## src/rtl/bus_arbiter_pkg.sv

```systemverilog
// -----------------------------------------------------------------------------
// bus_pkg: shared types for the bus_arbiter slice.
//   arb_state_t : arbiter FSM state (IDLE / ACCESS / RESP).
//   ST_*        : the same encodings as plain localparams, for code that
//                 compares raw state bits.
// The latched request record (bus_req_t) depends on the arbiter's N
// parameter, so it is declared inside bus_arbiter itself.
// -----------------------------------------------------------------------------
package bus_pkg;

    localparam logic [1:0] ST_IDLE   = 2'd0;
    localparam logic [1:0] ST_ACCESS = 2'd1;
    localparam logic [1:0] ST_RESP   = 2'd2;

    typedef enum logic [1:0] {
        IDLE   = ST_IDLE,
        ACCESS = ST_ACCESS,
        RESP   = ST_RESP
    } arb_state_t;

endpackage

```

## src/rtl/bus_arbiter_rr.sv

```systemverilog
// -----------------------------------------------------------------------------
// rr_arbiter: combinational round-robin pick. Finds the first set request at
// or after i_ptr, wrapping modulo NUM_M.
//   i_req [NUM_M] requests    i_ptr [GW] search start
//   o_any         any request  o_idx [GW] granted index (0 when o_any=0)
//
// address_validation_unit: region/permission check for one access.
//   i_valid, i_addr [N], i_we  ->  o_err (no region hit, or permission denied)
// The lowest-numbered matching region decides the permissions.
// -----------------------------------------------------------------------------
module rr_arbiter #(
    parameter int NUM_M = 2,
    parameter int GW    = 1
) (
    input  logic [NUM_M-1:0] i_req,
    input  logic [GW-1:0]    i_ptr,
    output logic             o_any,
    output logic [GW-1:0]    o_idx
);
    always_comb begin
        int j;
        j     = 0;
        o_any = 1'b0;
        o_idx = '0;
        for (int i = 0; i < NUM_M; i++) begin
            j = int'(i_ptr) + i;
            if (j >= NUM_M) j = j - NUM_M;
            if (!o_any && i_req[j]) begin
                o_any = 1'b1;
                o_idx = GW'(j);
            end
        end
    end
endmodule

module address_validation_unit #(
    parameter int                     N        = 32,
    parameter int                     M        = 1,
    parameter logic [M-1:0][N-1:0]    ADDR_MAP = '0,
    parameter logic [M-1:0][N-1:0]    MASK_MAP = '0,
    parameter logic [M-1:0]           WO       = '0,
    parameter logic [M-1:0]           RO       = '0
) (
    input  logic         i_valid,
    input  logic [N-1:0] i_addr,
    input  logic         i_we,
    output logic         o_err
);
    always_comb begin
        logic hit;
        logic deny;
        hit  = 1'b0;
        deny = 1'b0;
        // Walk downwards so the lowest matching region overrides the others.
        for (int r = M - 1; r >= 0; r--) begin
            if ((i_addr & MASK_MAP[r]) == (ADDR_MAP[r] & MASK_MAP[r])) begin
                hit  = 1'b1;
                deny = (RO[r] & i_we) | (WO[r] & ~i_we);
            end
        end
        o_err = i_valid & (~hit | deny);
    end
endmodule

```

## src/rtl/bus_arbiter.sv

```systemverilog
// -----------------------------------------------------------------------------
// bus_arbiter: shares one slave bus between NUM_M requesters, round-robin,
// with region checking, one outstanding slave transaction and a watchdog.
//   i_clk, i_rst (sync, active-high)
//   i_m_req/addr/we/wdata/be   requester side inputs (held until ack)
//   o_m_ack/o_m_err/o_m_rdata  one-cycle response to the granted requester
//   o_s_valid/addr/we/wdata/be slave request, stable while in ACCESS
//   i_s_ready/i_s_rdata        slave completion
//   o_busy                     FSM not in IDLE
// Handshake: a requester holds i_m_req until it sees its o_m_ack pulse; the
// slave completes a transfer by raising i_s_ready in any cycle o_s_valid is
// high, and i_s_rdata is taken in that same cycle.
// -----------------------------------------------------------------------------
module bus_arbiter
    import bus_pkg::*;
#(
    parameter int                     N        = 32,
    parameter int                     NUM_M    = 2,
    parameter int                     M        = 1,
    parameter logic [M-1:0][N-1:0]    ADDR_MAP = '0,
    parameter logic [M-1:0][N-1:0]    MASK_MAP = '0,
    parameter logic [M-1:0]           WO       = '0,
    parameter logic [M-1:0]           RO       = '0,
    parameter int                     TIMEOUT  = 255
) (
    input  logic                        i_clk,
    input  logic                        i_rst,
    input  logic [NUM_M-1:0]            i_m_req,
    input  logic [NUM_M-1:0][N-1:0]     i_m_addr,
    input  logic [NUM_M-1:0]            i_m_we,
    input  logic [NUM_M-1:0][N-1:0]     i_m_wdata,
    input  logic [NUM_M-1:0][N/8-1:0]   i_m_be,
    output logic [NUM_M-1:0]            o_m_ack,
    output logic [NUM_M-1:0]            o_m_err,
    output logic [N-1:0]                o_m_rdata,
    output logic                        o_s_valid,
    output logic [N-1:0]                o_s_addr,
    output logic                        o_s_we,
    output logic [N-1:0]                o_s_wdata,
    output logic [N/8-1:0]              o_s_be,
    input  logic                        i_s_ready,
    input  logic [N-1:0]                i_s_rdata,
    output logic                        o_busy
);
    localparam int GW = (NUM_M > 1) ? $clog2(NUM_M) : 1;
    localparam int CW = (TIMEOUT > 0) ? $clog2(TIMEOUT + 1) : 1;
    localparam bit TO_EN = (TIMEOUT > 0);
    localparam logic [CW-1:0] TO_LAST = (TIMEOUT > 0) ? CW'(TIMEOUT - 1) : '0;

    typedef struct packed {
        logic [N-1:0]   addr;
        logic           we;
        logic [N-1:0]   wdata;
        logic [N/8-1:0] be;
    } bus_req_t;

    arb_state_t     state_q, state_d;
    logic [GW-1:0]  rr_q, rr_d;
    logic [GW-1:0]  g_q, g_d;
    bus_req_t       req_q, req_d;
    logic           err_q, err_d;
    logic [N-1:0]   rdata_q, rdata_d;
    logic [CW-1:0]  cnt_q, cnt_d;

    logic           any_req;
    logic [GW-1:0]  gnt_idx;
    logic           dec_err;

    rr_arbiter #(.NUM_M(NUM_M), .GW(GW)) u_rr (
        .i_req (i_m_req),
        .i_ptr (rr_q),
        .o_any (any_req),
        .o_idx (gnt_idx)
    );

    // Checked on the live requester inputs so a decode error answers in cycle 1.
    address_validation_unit #(
        .N(N), .M(M), .ADDR_MAP(ADDR_MAP), .MASK_MAP(MASK_MAP), .WO(WO), .RO(RO)
    ) u_avu (
        .i_valid (1'b1),
        .i_addr  (i_m_addr[gnt_idx]),
        .i_we    (i_m_we[gnt_idx]),
        .o_err   (dec_err)
    );

    always_comb begin
        state_d = state_q;
        rr_d    = rr_q;
        g_d     = g_q;
        req_d   = req_q;
        err_d   = err_q;
        rdata_d = rdata_q;
        cnt_d   = cnt_q;
        case (state_q)
            IDLE: begin
                if (any_req) begin
                    g_d   = gnt_idx;
                    req_d = '{addr:  i_m_addr[gnt_idx],  we: i_m_we[gnt_idx],
                              wdata: i_m_wdata[gnt_idx], be: i_m_be[gnt_idx]};
                    rr_d  = (gnt_idx == GW'(NUM_M - 1)) ? '0 : gnt_idx + 1'b1;
                    if (dec_err) begin
                        state_d = RESP;
                        err_d   = 1'b1;
                        rdata_d = '0;
                    end else begin
                        state_d = ACCESS;
                        cnt_d   = '0;
                    end
                end
            end
            ACCESS: begin
                // A ready arriving in the timeout cycle still completes normally.
                if (i_s_ready) begin
                    state_d = RESP;
                    err_d   = 1'b0;
                    rdata_d = i_s_rdata;
                end else if (TO_EN && cnt_q == TO_LAST) begin
                    state_d = RESP;
                    err_d   = 1'b1;
                    rdata_d = '0;
                end else if (TO_EN) begin
                    cnt_d = cnt_q + 1'b1;
                end
            end
            RESP:    state_d = IDLE;
            default: state_d = IDLE;
        endcase
    end

    always_ff @(posedge i_clk) begin
        if (i_rst) begin
            state_q <= IDLE;
            rr_q    <= '0;
            g_q     <= '0;
            req_q   <= '0;
            err_q   <= 1'b0;
            rdata_q <= '0;
            cnt_q   <= '0;
        end else begin
            state_q <= state_d;
            rr_q    <= rr_d;
            g_q     <= g_d;
            req_q   <= req_d;
            err_q   <= err_d;
            rdata_q <= rdata_d;
            cnt_q   <= cnt_d;
        end
    end

    always_comb begin
        o_m_ack = '0;
        if (state_q == RESP) o_m_ack[g_q] = 1'b1;
    end

    assign o_m_err   = o_m_ack & {NUM_M{err_q}};
    assign o_m_rdata = (state_q == RESP) ? rdata_q : '0;

    // Slave outputs are held at zero outside ACCESS so the bus is quiet when idle.
    assign o_s_valid = (state_q == ACCESS);
    assign o_s_addr  = o_s_valid ? req_q.addr  : '0;
    assign o_s_we    = o_s_valid & req_q.we;
    assign o_s_wdata = o_s_valid ? req_q.wdata : '0;
    assign o_s_be    = o_s_valid ? req_q.be    : '0;
    assign o_busy    = (state_q != IDLE);

endmodule
```

## config.mk

```make
export PLATFORM = sky130hd
export DESIGN_NAME = bus_arbiter
export DESIGN_NICKNAME = d
export VERILOG_FILES = /design/src/rtl/bus_arbiter_pkg.sv /design/src/rtl/bus_arbiter_rr.sv /design/src/rtl/bus_arbiter.sv
export SDC_FILE = /design/constraint.sdc
export NUM_CORES = 1
export LEC_CHECK = 0
export CAP_MARGIN = 20
export CELL_PAD_IN_SITES_DETAIL_PLACEMENT = 1
export CELL_PAD_IN_SITES_GLOBAL_PLACEMENT = 1
export CORE_AREA = 4 4 146 148
export CTS_BUF_LIST = sky130_fd_sc_hd__clkbuf_2
export DETAILED_ROUTE_END_ITERATION = 8
export DIE_AREA = 0 0 150 152
export GPL_TIMING_DRIVEN = 0
export HOLD_SLACK_MARGIN = 0.08
export PLACE_DENSITY = 0.8
export SYNTH_ARGS = -nofsm -noshare
export SYNTH_HDL_FRONTEND = slang
export SYNTH_SLANG_ARGS = --single-unit
```

## constraint.sdc

```tcl
create_clock -name i_clk -period 1.5 [get_ports i_clk]
set_clock_uncertainty 0.2 [all_clocks]
set_input_delay 0.45 -clock i_clk [delete_from_list [all_inputs] [get_ports i_clk]]
set_output_delay 0.45 -clock i_clk [all_outputs]
set_load 0.01 [all_outputs]
```

==> results.json <==
{
  "grt_max_degree": 17,
  "die_x_um": 150,
  "ys_seq_elements": 114,
  "min_period_over_period": 1.68,
  "fin_cells": 1153,
  "worstSetupPathType": "flop to primary output",
  "status": "complete, but fails checks",
  "final_area_um2": 9850,
  "netlist.area_leader.share": 0.465,
  "grt_pass1_wl_um": 35200,
  "rows": 52,
  "finish.utilization": 0.492,
  "worst_slew_pin_slew_ps": 745,
  "seqPwrFrac": 0.430,
  "io_buffer_count": 280,
  "pin_count": 282,
  "min_to": "req_q[10]$_SDFFE_PP0P_",
  "root_buffer": "clkbuf_2",
  "die_h_um": 152,
  "syn_inst": 505,
  "dr_total_vias": 5694,
  "drc": 0,
  "slowest_delay_ps": 400,
  "switching_power_mw": 2.43,
  "synth_most_common_cell": "dfxtp_1",
  "syn_nets": 682,
  "initial_core_util": 0.245,
  "cp.arrival_ps": 1880,
  "core-area_um2": 20000,
  "clock_sinks": 114,
  "fin_tns_setup_ps": -146250,
  "track_usage": 0.200,
  "hold_class": "input pin to flop",
  "reg2reg_slack_ps": -550,
  "fin_nets": 1046,
  "rsz0062_at_grt": "yes",
  "cts_buffers": 17,
  "ys_top_cells_by_area": "dfxtp_1 (46%), a222oi_1 (14%), and2_1 (13%)",
  "ys_seq_area_frac": 0.465,
  "clk_transition_reported_paths_ps": 210,
  "timing.final.hold_violations": 0,
  "grt_pass1_vias": 6044,
  "mappedNetlistArea_um2": 4910,
  "ys_warn_count": 0,
  "synth-main-ff-cell": "dfxtp_1",
  "cpMaxStageDelayCell": "dfxtp_4",
  "routed_wl_um": 25300,
  "dp.cells": 1055,
  "switching_share": 0.309,
  "worstPathCellList": "nand2b_4 -> clkinv_8 -> buf_8 -> clkbuf_16 -> and2_4 -> buf_6",
  "grt-ovfl-total": 0,
  "drive_above_1_share": 0.400,
  "p_leak_nw": 4.14,
  "violations": "setup timing",
  "worst_setup_path_start_kind": "flop",
  "setup_ws_ps": -1030,
  "finalCriticalPeriod_ps": 2530,
  "clk_latency_ps": 700,
  "wl_per_cell_um": 21.9,
  "synth-async-reset-ratio": 0,
  "slew_headroom": 0.503,
  "fill_cells": 2227,
  "yosysTopAreaCell": "dfxtp_1",
  "htreeDepth": 4,
  "path_max_fanout": 6,
  "drt-pass1-iter-count": 8,
  "p_comb_frac": 0.300,
  "power.density_nw_per_um2": 800,
  "hp-start": "i_rst",
  "hpwl_um": 16300,
  "max_freq_mhz": 396,
  "p_int_mw": 5.45,
  "syn_to_final_growth_pct": 101,
  "required_ps": 850,
  "ir_drop_mv": 0.410,
  "ant_nets": 0,
  "clockPowerShare": 0.271,
  "cts_tree": "yes",
  "slew_violations": 0,
  "synth_edf_count": 0,
  "critPathCaptureType": "primary output",
  "antenna_found_initial": 1,
  "reg2reg_depth": 9,
  "holdPathStages": 3,
  "yosys.cell_types.count": 38,
  "reg2reg_to": "req_q[49]$_SDFFE_PP0P_",
  "place.gp.congestion": 0.790,
  "avgSynthCellArea_um2": 9.73,
  "pre_cts_ws_ps": -887,
  "ys_top_cells_by_count": "dfxtp_1 (114), and2_1 (103), nor2_1 (77)",
  "final-setup-viol-count": 220,
  "drt_iter0_markers": 450,
  "maxCapViolCount": 0,
  "r2r-start": "state_q[0]$_SDFFE_PP0P_",
  "die_area_um2": 22800,
  "viasPerCell": 4.94,
  "clk_path_buf_depth": 2,
  "placed_area_um2": 8350
}
==> power groups by stage <==
| stage | Sequential (mW) | Clock [mW] | Combinational (mW) |
|---|---|---|---|
| after floorplan | 3.39 | 0 | 0.870 |
| after global placement | 3.42 | 0 | 1.75 |
| after detailed placement | 3.43 | 0 | 1.78 |
| after CTS | 3.37 | 2.22 | 2.19 |
| after global routing | 3.42 | 2.33 | 2.51 |
| final | 3.39 | 2.13 | 2.36 |
==> layer usage <==
metal	track usage	vias up	wire, um
met5	0	-	0
met4	0.0654	0	469
met3	0.0682	28	2050
met2	0.353	237	13000
met1	0.225	2807	9770
li1	-	2622	-
==> cells in the final DEF (no fill, tap or decap), types with 10 or more instances in the layout <==
cell             count
a222oi_1            69
a22o_1              32
and2_1              10
and2_4              93
buf_2               14
buf_4               21
buf_6              109
buf_8               22
clkbuf_2            22
clkdlybuf4s50_1    173
dfxtp_1            111
dlygate4sd3_1       19
nor2_1              76
==> flip-flops by register name, summed over array words and instances (netlist names) <==
register	cells
cnt_q	8
err_q	1
g_q	1
rdata_q	32
req_q	69
rr_q	1
state_q	2
==> how the worst max path moves through the flow <==
stage                                 end  slack (ps)                    start
finish                       o_s_wdata[4]       -1030  state_q[1]$_SDFFE_PP0P_
global route                 o_s_wdata[4]       -1150  state_q[1]$_SDFFE_PP0P_
CTS                         o_s_wdata[22]       -1120  state_q[1]$_SDFFE_PP0P_
detailed placement           o_s_wdata[4]        -890  state_q[1]$_SDFFE_PP0P_
global placement             o_s_wdata[4]        -880  state_q[1]$_SDFFE_PP0P_
floorplan           cnt_q[6]$_SDFFE_PP0P_         -70                    i_rst
==> stage by stage <==
stage               hold slack (ps)  power, mW
floorplan                       234       4.26
global placement                248       5.17
detailed placement              252       5.21
CTS                            80.0       7.78
global route                   84.3       8.26
finish                          151       7.88
==> layout make-up <==
type | instances | area, um2 | area share
timing repair buffer | 348 | 3690 | 0.375
multi-input combinational | 337 | 2670 | 0.271
sequential | 114 | 2290 | 0.232
buffer | 46 | 589 | 0.0598
tap | 270 | 338 | 0.0343
clock inverter | 13 | 139 | 0.0141
clock buffer | 19 | 95.1 | 0.00965
inverter | 5 | 31.3 | 0.00317
antenna | 1 | 2.50 | 0.000254
==> worst max-delay path, delay by kind of cell, from the launching register on <==
family	cells	cell delay [ps]
buffers and inverters	4	500
DFF	1	400
and+or+nand+nor	2	300
==> repair_timing <==
item / in CTS / in global routing
buffers inserted: 21 / 16
hold buffers: 18 / 1
cloned: 11 / 4
endpoints found under the hold margin: 44 / 1
pin swaps: 51 / 81
endpoints found under the setup margin: 220 / 220
gates resized for setup: 570 / 114
==> kinds of logic (layout without fill, tap and decap cells) <==
logic type      count (synthesis)  after routing  synth area share
fa+ha+maj                       2              2           0.00509
xor+xnor                        2              2           0.00357
buf+inv                        55            431            0.0693
simple gates                  213            214             0.233
flops                         114            114             0.465
mux                             1              1           0.00204
compound gates                118            118             0.223
other cells                     0              1                 0
(Power assumes the default switching activity.)
